`config.mk`:
```
export PLATFORM = sky130hd
export DESIGN_NAME = pc_ra_unit
export DESIGN_NICKNAME = d
export VERILOG_FILES = /design/src/rtl/pc_ra_unit.sv
export SDC_FILE = /design/constraint.sdc
export NUM_CORES = 1
export LEC_CHECK = 0
export ABC_CLOCK_PERIOD_IN_PS = 3900
export CAP_MARGIN = 30
export CORE_MARGIN = 5
export CORE_UTILIZATION = 56
export DETAILED_ROUTE_END_ITERATION = 16
export PLACE_DENSITY = 0.77
export SYNTH_ARGS = -nofsm -noshare
export SYNTH_HDL_FRONTEND = slang
export SYNTH_SLANG_ARGS = --single-unit
```
`constraint.sdc`:
```
create_clock -name clk -period 3.9 [get_ports clk]
set_input_delay 0.39 -clock clk [delete_from_list [all_inputs] [get_ports clk]]
set_output_delay 0.39 -clock clk [all_outputs]
set_load 0.02 [all_outputs]
```
`src/rtl/pc_ra_unit.sv`:
```
// PC / return-address stage: fetch address, branch resolution,
// and a LIFO backup stack for nested call/return.
module pc_ra_unit #(
  parameter int               WIDTH    = 16,
  parameter int               DEPTH    = 8,
  parameter logic [WIDTH-1:0] RESET_PC = '0
) (
  input  logic                     clk,
  input  logic                     Reset,
  input  logic                     writePC,
  input  logic                     PCsrc,
  input  logic                     ImRPC,
  input  logic                     writeRA,
  input  logic                     cmpeq,
  input  logic                     cmpne,
  input  logic                     backup,
  input  logic                     restore,
  input  logic [11:0]              imm,
  input  logic [WIDTH-1:0]         cmp_a,
  input  logic [WIDTH-1:0]         cmp_b,
  output logic [WIDTH-1:0]         pc,
  output logic [WIDTH-1:0]         ra,
  output logic                     taken,
  output logic [$clog2(DEPTH):0]   depth,
  output logic                     overflow,
  output logic                     underflow
);

  localparam int AW = $clog2(DEPTH);
  localparam int DW = AW + 1;

  logic [WIDTH-1:0] r_pc;
  logic [WIDTH-1:0] r_ra;
  logic             r_taken;
  logic [DW-1:0]    r_depth;
  logic             r_ovf;
  logic             r_unf;
  logic [WIDTH-1:0] r_mem [DEPTH];

  logic [WIDTH-1:0] w_jt;
  logic [WIDTH-1:0] w_bt;
  logic [WIDTH-1:0] w_inc;
  logic             w_eq;
  logic             w_br;
  logic             w_push;
  logic             w_pop;
  logic             w_full;
  logic             w_empty;
  logic [AW-1:0]    w_wi;
  logic [AW-1:0]    w_ri;

  assign w_jt    = {r_pc[WIDTH-1:13], imm, 1'b0};
  assign w_bt    = r_pc + {{(WIDTH-9){imm[7]}}, imm[7:0], 1'b0};
  assign w_inc   = r_pc + WIDTH'(2);
  assign w_eq    = (cmp_a == cmp_b);
  assign w_br    = (cmpeq & w_eq) | (cmpne & ~w_eq);
  // simultaneous push and pop cancel out
  assign w_push  = backup & ~restore;
  assign w_pop   = restore & ~backup;
  assign w_full  = (r_depth == DW'(DEPTH));
  assign w_empty = (r_depth == '0);
  assign w_wi    = r_depth[AW-1:0];
  assign w_ri    = w_wi - AW'(1);

  always_ff @(posedge clk) begin
    if (Reset) begin
      r_pc    <= RESET_PC;
      r_ra    <= '0;
      r_taken <= 1'b0;
      r_depth <= '0;
      r_ovf   <= 1'b0;
      r_unf   <= 1'b0;
    end else begin
      r_taken <= 1'b0;
      if (writePC) begin
        if (PCsrc) begin
          r_pc <= r_ra;
        end else if (writeRA) begin
          r_ra <= r_pc;
          r_pc <= w_jt;
        end else if (ImRPC) begin
          r_pc <= w_jt;
        end else begin
          r_pc <= w_inc;
        end
      end else if (w_br) begin
        r_pc    <= w_bt;
        r_taken <= 1'b1;
      end
      if (w_push) begin
        if (!w_full) r_depth <= r_depth + DW'(1);
        else         r_ovf   <= 1'b1;
      end
      // pop is last so it takes the ra write over a call
      if (w_pop) begin
        if (!w_empty) begin
          r_ra    <= r_mem[w_ri];
          r_depth <= r_depth - DW'(1);
        end else begin
          r_unf <= 1'b1;
        end
      end
    end
  end

  always_ff @(posedge clk) begin
    if (!Reset && w_push && !w_full) r_mem[w_wi] <= r_ra;
  end

  assign pc        = r_pc;
  assign ra        = r_ra;
  assign taken     = r_taken;
  assign depth     = r_depth;
  assign overflow  = r_ovf;
  assign underflow = r_unf;

endmodule

```
==> Word level (Yosys, flattened, before mapping) <==
Memories as Yosys holds them, arrays and structs flattened.
Cells that the tools add are included.
{ "totals": {"input_bits": 54, "output_inout_bits": 39, "rom_bits": 0, "ram_bits": 128, "memories": 1, "latch_bits": 0, "ff_bits": 39} }
{ "op_classes": {"order_cmp": 0, "mul": 0, "muxes": 17, "shifts": 0, "add_sub_neg": 5, "eq_ne": 4, "n_bitwise": 8, "div_mod_pow": 0, "reduce_logical": 10} }
{ "memory_table": {"columns": ["memory", "depth", "width", "rd", "rd_clocked_by_memory_dff", "wr", "line", "text"], "rows": [
  ["r_mem", 8, 16, 1, 0, 1, "38", "logic [WIDTH-1:0] r_mem [DEPTH];"]
]} }
{ "ops": {"columns": ["operator", "count"], "rows": [
  ["two-way mux 16 bit", 10],
  ["adder 16 bit", 1],
  ["adder 16 x 2 -> 16 bit, second input constant", 1],
  ["equality test 16 bit", 1],
  ["two-way mux 4 bit", 4],
  ["inequality test 3 bit, second input constant", 2],
  ["adder 4 x 1 -> 4 bit, second input constant", 1],
  ["bitwise AND 1 bit", 4],
  ["equality test 4 bit, second input constant", 1],
  ["logical NOT 4 bit", 1],
  ["AND reduction 2 bit", 2],
  ["subtractor 4 x 1 -> 4 bit, second input constant", 1],
  ["two-way mux 1 bit", 3],
  ["inverter 1 bit", 3],
  ["AND reduction 3 bit", 1],
  ["subtractor 3 x 1 -> 3 bit, second input constant", 1],
  ["logical AND 1 bit", 2],
  ["logical NOT 1 bit", 2],
  ["nonzero test 2 bit", 1],
  ["OR reduction 2 bit", 1],
  ["bitwise OR 1 bit", 1]
]} }

==> Longest topological paths before layout <==
Gate-level depths: netlist of run 1.
{ "depth": {"ltp_word": 6, "mapped_depth": 11, "mapped_depth_nobuf": 10} }

==> Worst setup path after synthesis of run 1 <==
OpenSTA, ideal clock, no wires.
{ "synth_path": {"path_kind": "register to register", "startpoint": "register r_depth[0] (netlist: depth[0])", "endpoint": "memory r_mem[1][0] (enable)", "required_ns": 3.491, "setup_time_ns": 0.409, "arrival_ns": 3.161, "n_path_buf": 2, "stages_incl_launch_ff": 10, "slack_ns": 0.330, "cell_sequence": "dfxtp_1 > buf_2 > buf_1 > inv_1 > ha_1 > nand2_1 > o21ai_0 > nor2_1 > nand2_1 > nor3_1"} }
{ "synth_between": {"elab_chain_len": 5} }
{ "synth_rtl": {"columns": ["element", "line", "text"], "rows": [
  ["start, declared", "35", "logic [DW-1:0] r_depth;"],
  ["start signal, assigned", "91", "if (!w_full) r_depth <= r_depth + DW'(1);"],
  ["start signal, assigned", "98", "r_depth <= r_depth - DW'(1);"],
  ["equality test 4 bit", "60", "assign w_full = (r_depth == DW'(DEPTH));"],
  ["logical NOT 1 bit", "107", "if (!Reset && w_push && !w_full) r_mem[w_wi] <= r_ra;"],
  ["logical AND 1 bit", "107", null],
  ["two-way mux 1 bit", "107", null],
  ["two-way mux 1 bit (implied by the code)", "107", null],
  ["end, declared", "38", null]
]} }
Parallel ways exist; a longest one is shown, timed or not.

==> Worst setup path in the final report of run 1 <==
{ "layout_path": {"startpoint": "register r_pc[1] (netlist: pc[1])", "endpoint": "register r_pc[9] (netlist: pc[9])"} }
{ "layout_between": {"elab_chain_len": 5, "word_cells_on_any_way": 7} }
{ "layout_rtl": {"columns": ["element", "line", "text"], "rows": [
  ["start, declared", "32", "logic [WIDTH-1:0] r_pc;"],
  ["start signal, assigned", "77", "r_pc <= r_ra;"],
  ["start signal, assigned", "80", "r_pc <= w_jt;"],
  ["start signal, assigned", "82", "r_pc <= w_jt;"],
  ["adder 16 x 2 -> 16 bit", "54", "assign w_inc = r_pc + WIDTH'(2);"],
  ["two-way mux 16 bit", "81", "end else if (ImRPC) begin"],
  ["two-way mux 16 bit", "78", "end else if (writeRA) begin"],
  ["two-way mux 16 bit", "76", "if (PCsrc) begin"],
  ["two-way mux 16 bit *", "75", "if (writePC) begin"]
]} }
Mark *: on every way between the ends. The rest lies on a longest branch, timed or not. The select of a mux whose other input is x is not followed.
A chain may end at the register's enable or synchronous reset.

==> results of run 1 <==
per-stage QoR:
stage                     std cells  power, µW  area [µm²]   util
final                           888       4620        9610  0.695
after global routing            888       4800        9610  0.695
after CTS                       888       4630        9610  0.695
after detailed placement        856       3100        9070  0.656
after global placement          856       3080        9070  0.656
after floorplan                 589       2740        7840      -
final timing paths:
check | startpoint | endpoint | slack, ns | cells past startpoint
hold / removal | overflow | overflow | 0.47 | 2
hold reg to reg | overflow | overflow | 0.47 | 2
setup / recovery | pc[1] | pc[9] | 1.13 | 10
setup reg to reg | pc[1] | pc[9] | 1.13 | 10
kinds of logic after synthesis:
logic type | Yosys count
AO/OA/AOI/OAI | 119
XOR/XNOR | 39
adder cells (fa/ha/maj) | 18
buffers and inverters | 36
flip-flops | 167
multiplexers | 53
AND/OR/NAND/NOR | 157
state kept, by name (all words and copies together), names as in the netlist:
| register | cells |
|---|---|
| depth | 4 |
| underflow | 1 |
| overflow | 1 |
| pc | 16 |
| r_mem | 128 |
| ra | 16 |
| taken | 1 |
worst max-delay path: stages, from the launching register on:
cell       delay, ns
dfxtp_1         0.48
ha_1            0.27
inv_1           0.07
fa_1            0.38
nor2b_1         0.17
o21a_1          0.15
a21bo_2         0.16
a2111oi_0       0.09
or3_1           0.41
xnor2_1         0.14
a221o_1         0.33
report_power, final:
group / internal, µW / switching [µW] / leakage [µW]
combinational: 459 / 470 / 0.00155
sequential: 2020 / 128 / 0.00151
clock: 876 / 669 / 0.000256
total: 3350 / 1270 / 0.00331
per-layer routing:
layer | track usage | wire, µm
met1 | 0.336 | 7750
met2 | 0.373 | 8920
met3 | 0.0613 | 1750
met4 | 0.0961 | 514
met5 | 0 | 13
cell type report:
class,count,area [µm²],share of cell area
Multi-Input combinational cell,386,3080,0.321
Clock inverter,12,105,0.0109
Clock buffer,20,437,0.0454
Sequential cell,167,4630,0.481
Tap cell,180,225,0.0234
Timing Repair Buffer,115,1110,0.115
Inverter,8,30.0,0.00312
layout by cell type (no fill, tap or decap), types with 3 or more instances in the layout:
cell type	n
mux2_2	14
mux2i_1	7
clkbuf_16	17
nor2b_1	5
a22oi_1	11
clkinvlp_4	3
mux4_2	32
xnor2_1	28
ha_1	17
nand4_1	6
a221oi_1	3
inv_1	8
edfxtp_1	128
nor2_1	70
nand2b_1	3
a311oi_1	6
a21o_1	6
clkbuf_1	3
nand3_1	7
o21ai_0	16
nor3_1	11
a211oi_1	12
buf_4	22
xor2_1	11
a222oi_1	7
dfxtp_1	38
nand2_1	37
or3_1	3
a21oi_1	35
clkdlybuf4s50_1	92
==> results.json, run 1 <==
{
  "yosys-top-cells-count": "edfxtp_1, nor2_1, dfxtp_1",
  "place_congestion": 0.936,
  "path_class": "flop to flop",
  "worstMarginPinSlew_ns": 0.796,
  "post_cts_resized": 0,
  "ios": 93,
  "synth_compound_area_frac": 0.106,
  "hold_violations": 0,
  "syn-cell-area_mm2": 0.00784,
  "grt_pass1_wl_mm": 30.4,
  "setup_ws_ns": 1.13,
  "yosys.area.top_type": "edfxtp_1",
  "numPortBuffers": 92,
  "root_buffer": "clkbuf_16",
  "crit_path_start_kind": "flop",
  "gr-usage-all-layers": 0.243,
  "clock_latency_ns": 0.42,
  "yosysMostFrequentCell": "edfxtp_1",
  "muxShareOfSynthArea": 0.121,
  "setup_viol": 0,
  "async_flop_share": 0,
  "synth_xor_xnor_area_share": 0.0436,
  "grt_max_degree": 41,
  "drive_above_1_share": 0.150,
  "fill_cells": 914,
  "rsz0062_at_grt": "false",
  "cp.required_ns": 4.21,
  "cts_hold_buffers": 0,
  "p_per_area_mw_per_mm2": 480,
  "slew_headroom": 0.465,
  "ys_top_cells_by_area": "edfxtp_1, dfxtp_1, mux4_2",
  "syn2layout_area_growth_pct": 22.7,
  "syn_avg_cell_area_um2": 13.3,
  "cts_buffers": 17,
  "cts_max_level": 4,
  "synth_top_area_share": 0.491,
  "nets": 767,
  "fin_crit_sh": 0.711,
  "fin_skew_ns": 0.00804,
  "synth_top_family_by_area": "multiplexers",
  "synthAdderAreaFrac": 0.0297,
  "outcome": "finished, final reports clean",
  "avgViaCountPerCell": 6.24,
  "antenna_left": 0,
  "wl_per_cell_um": 21.3,
  "dr_total_vias": 5544,
  "dp_slack_ns": 0.796,
  "num_antenna_cells": 0,
  "synth_seq_cells": 167,
  "fmax_mhz": 360,
  "core_region_area_mm2": 0.0138,
  "maxCapViolCount": 0,
  "synth-main-ff-cell": "edfxtp_1",
  "hp-class": "flop to flop",
  "worstPathArrival_ns": 3.09,
  "synth-edff-count": 128,
  "dp_hpwl_mm": 12.9,
  "die_area_mm2": 0.0165,
  "clockBufferDepth": 2,
  "report.final.slew_viol_count": 0,
  "wl_mm": 19.0,
  "drtIter0Drc": 532,
  "p_leak_uw": 0.00331,
  "synth-simple-area-share": 0.0921,
  "cp-end-kind": "flop",
  "fp.dieW_um": 128,
  "first_pass_iters": 5,
  "yosys_warnings": 0,
  "start_util": 0.567,
  "antenna_found_initial": 1,
  "cts_tree": "built",
  "whs_ns": 0.472,
  "finalSetupTns_ns": 0,
  "ys_types": 56,
  "synthCells": 589,
  "cp_max_fo": 8,
  "clk_pin_slew_ns": 0.06,
  "dieHeight_um": 128,
  "rows": 43,
  "cts_sinks": 167,
  "ir_worst_vdd_uv": 309,
  "drc": 0,
  "grt.overflow.total": 0,
  "fin_crit_ns": 2.77,
  "synth_fp_nets": 661,
  "yosysSeqAreaShare": 0.590,
  "post_cts_buffers": 0,
  "grt_pass1_vias": 5642
}
Power figures use the tool's default switching activity.
==> inputs of run 2 (changes only) <==
==> config.mk (replaced) <==
export PLATFORM = sky130hd
export DESIGN_NAME = pc_ra_unit
export DESIGN_NICKNAME = d
export VERILOG_FILES = /design/src/rtl/pc_ra_unit.sv
export SDC_FILE = /design/constraint.sdc
export NUM_CORES = 1
export LEC_CHECK = 0
export ABC_CLOCK_PERIOD_IN_PS = 2400
export CAP_MARGIN = 30
export CORE_MARGIN = 5
export CORE_UTILIZATION = 51
export DETAILED_ROUTE_END_ITERATION = 16
export PLACE_DENSITY = 0.74
export SYNTH_ARGS = -nofsm -noshare
export SYNTH_HDL_FRONTEND = slang
export SYNTH_SLANG_ARGS = --single-unit
==> constraint.sdc (replaced) <==
create_clock -name clk -period 2.4 [get_ports clk]
set_input_delay 0.24 -clock clk [delete_from_list [all_inputs] [get_ports clk]]
set_output_delay 0.24 -clock clk [all_outputs]
set_load 0.02 [all_outputs]
==> run 2 against run 1 <==
Effect of this change: die area rose by 9.0%; via count grew 1.7%; sequential power is 61% higher; utilization down 1.9 points; non-clock buffer count increased by 42; wire length rose by 6.8%; critical endpoint is now pc[15].
==> results.json, run 2 (synthesis gave the netlist of run 1 again) <==
{
  "regArea_mm2": 0.00464,
  "worstMarginPinSlew_ns": 0.542,
  "grt_pass1_vias": 5916,
  "drtIter0Drc": 454,
  "drc": 0,
  "num_antenna_cells": 0,
  "wl_mm": 20.2,
  "avgViaCountPerCell": 6.01,
  "p_sw_uw": 2190,
  "largest_reg_flops": 128,
  "dp_cells": 906,
  "regToRegStartpoint": "pc[1]",
  "clockBufferDepth": 2,
  "ir_worst_vdd_uv": 475,
  "syn2layout_area_growth_pct": 30.7,
  "cts_max_level": 4,
  "start_util": 0.517,
  "nets": 809,
  "numPortBuffers": 92,
  "dp_hpwl_mm": 13.5,
  "root_buffer": "clkbuf_16",
  "gr-usage-all-layers": 0.233,
  "clk_pin_slew_ns": 0.07,
  "cp-startpoint": "pc[1]",
  "top_register": "r_mem",
  "die_area_mm2": 0.0179,
  "report.final.slew_viol_count": 0,
  "grt_pass1_wl_mm": 31.9,
  "dr_total_vias": 5636,
  "place_congestion": 0.959,
  "cts_buffers": 17,
  "post_cts_buffers": 0,
  "grt.overflow.total": 0,
  "maxCapViolCount": 0,
  "cp_max_fo": 3,
  "clock_latency_ns": 0.43,
  "ios": 93,
  "crit_end": "pc[15]",
  "hp-class": "flop to flop",
  "fin_crit_sh": 0.998,
  "grt_max_degree": 41,
  "cts_sinks": 167,
  "outcome": "finished, final reports clean",
  "cp.required_ns": 2.74,
  "pwr-share-clk": 0.354,
  "cts_tree": "built",
  "finalSetupTns_ns": 0,
  "crit_path_start_kind": "flop",
  "setup_viol": 0,
  "final_common_cell": "edfxtp_1",
  "path_class": "flop to flop",
  "drive_above_1_share": 0.225,
  "fill_cells": 1030,
  "fmax_mhz": 417,
  "power_switching_share": 0.274,
  "cp-end-kind": "flop",
  "hold_violations": 0,
  "first_pass_iters": 5,
  "stdcell_count": 938,
  "fin_util": 0.676,
  "r2r_end": "pc[15]",
  "worstPathArrival_ns": 2.74,
  "r2r_slack_ns": 0.004,
  "wl_per_cell_um": 21.6,
  "layout.cells.most_common_list": "edfxtp_1, clkdlybuf4s50_1, nor2_1",
  "dieHeight_um": 134,
  "p_leak_uw": 0.00360,
  "cts_hold_buffers": 0,
  "core_region_area_mm2": 0.0151,
  "fin_skew_ns": 0.0100,
  "antenna_found_initial": 0,
  "r2r_cells": 11,
  "internal_power_uw": 5800,
  "p_seq_frac": 0.430,
  "antenna_left": 0,
  "fin_crit_ns": 2.40,
  "multiInputGateArea_mm2": 0.00317,
  "rsz0062_at_grt": "true",
  "slew_headroom": 0.638,
  "combPwrFrac": 0.216,
  "rows": 45,
  "p_per_area_mw_per_mm2": 781,
  "fp.dieW_um": 134
}
-- run 2: metrics by stage --
stage,hold WS [ns],cell area [µm²],worst slack (ns),total power (µW)
2_1_floorplan,0.328,7940,0.00973,4490
3_3_place_gp,0.461,9600,-0.424,5140
3_5_place_dp,0.470,9600,-0.476,5190
4_1_cts,0.487,10200,0.0227,7990
5_1_grt,0.532,10200,-0.115,8300
6_report,0.480,10200,0.00446,7990
-- run 2: layout make-up --
cell class,count,share of cell area
flip-flops and latches,167,0.453
multi-input cells,386,0.309
repair buffers,157,0.152
clock buffers,17,0.0415
well taps,188,0.0230
clock inverters,15,0.0183
inverters,8,0.00293
-- run 2: what timing repair did --
action                     4_1_cts  5_1_grt
setup endpoints to repair        1       66
pin swaps                        2        6
gates resized for setup          1        9
-- run 2: worst max-delay path, stage by stage, from the launching register on --
cell	delay, ns
dfxtp_4	0.35
ha_4	0.16
inv_2	0.06
fa_2	0.21
nor2b_2	0.05
o21a_1	0.18
a21bo_2	0.21
buf_6	0.12
a211o_4	0.35
a221oi_2	0.27
mux2i_1	0.11
a311oi_1	0.25
-- run 2: worst min-delay path by stage --
stage / startpoint / to / cells after the start
after detailed placement: underflow / underflow / 2
after global placement: overflow / overflow / 2
after floorplan: Reset / taken / 1
final: underflow / underflow / 2
after global routing: underflow / underflow / 2
after CTS: underflow / underflow / 2
-- run 2: power by group through the flow --
| stage | Sequential [µW] | Combinational (µW) | Clock [µW] |
|---|---|---|---|
| floorplan | 3560 | 934 | 0 |
| global placement | 3490 | 1660 | 0 |
| detailed placement | 3500 | 1690 | 0 |
| CTS | 3440 | 1710 | 2850 |
| global route | 3460 | 1850 | 2980 |
| finish | 3440 | 1720 | 2830 |
-- run 2: metal layers --
metal  share of wire  vias to the layer above  track usage
met3           0.083                       31       0.0533
met5               0                        -            0
met1            0.40                     2745        0.300
li1                -                     2579            -
met4           0.017                        0       0.0794
met2            0.50                      281        0.392
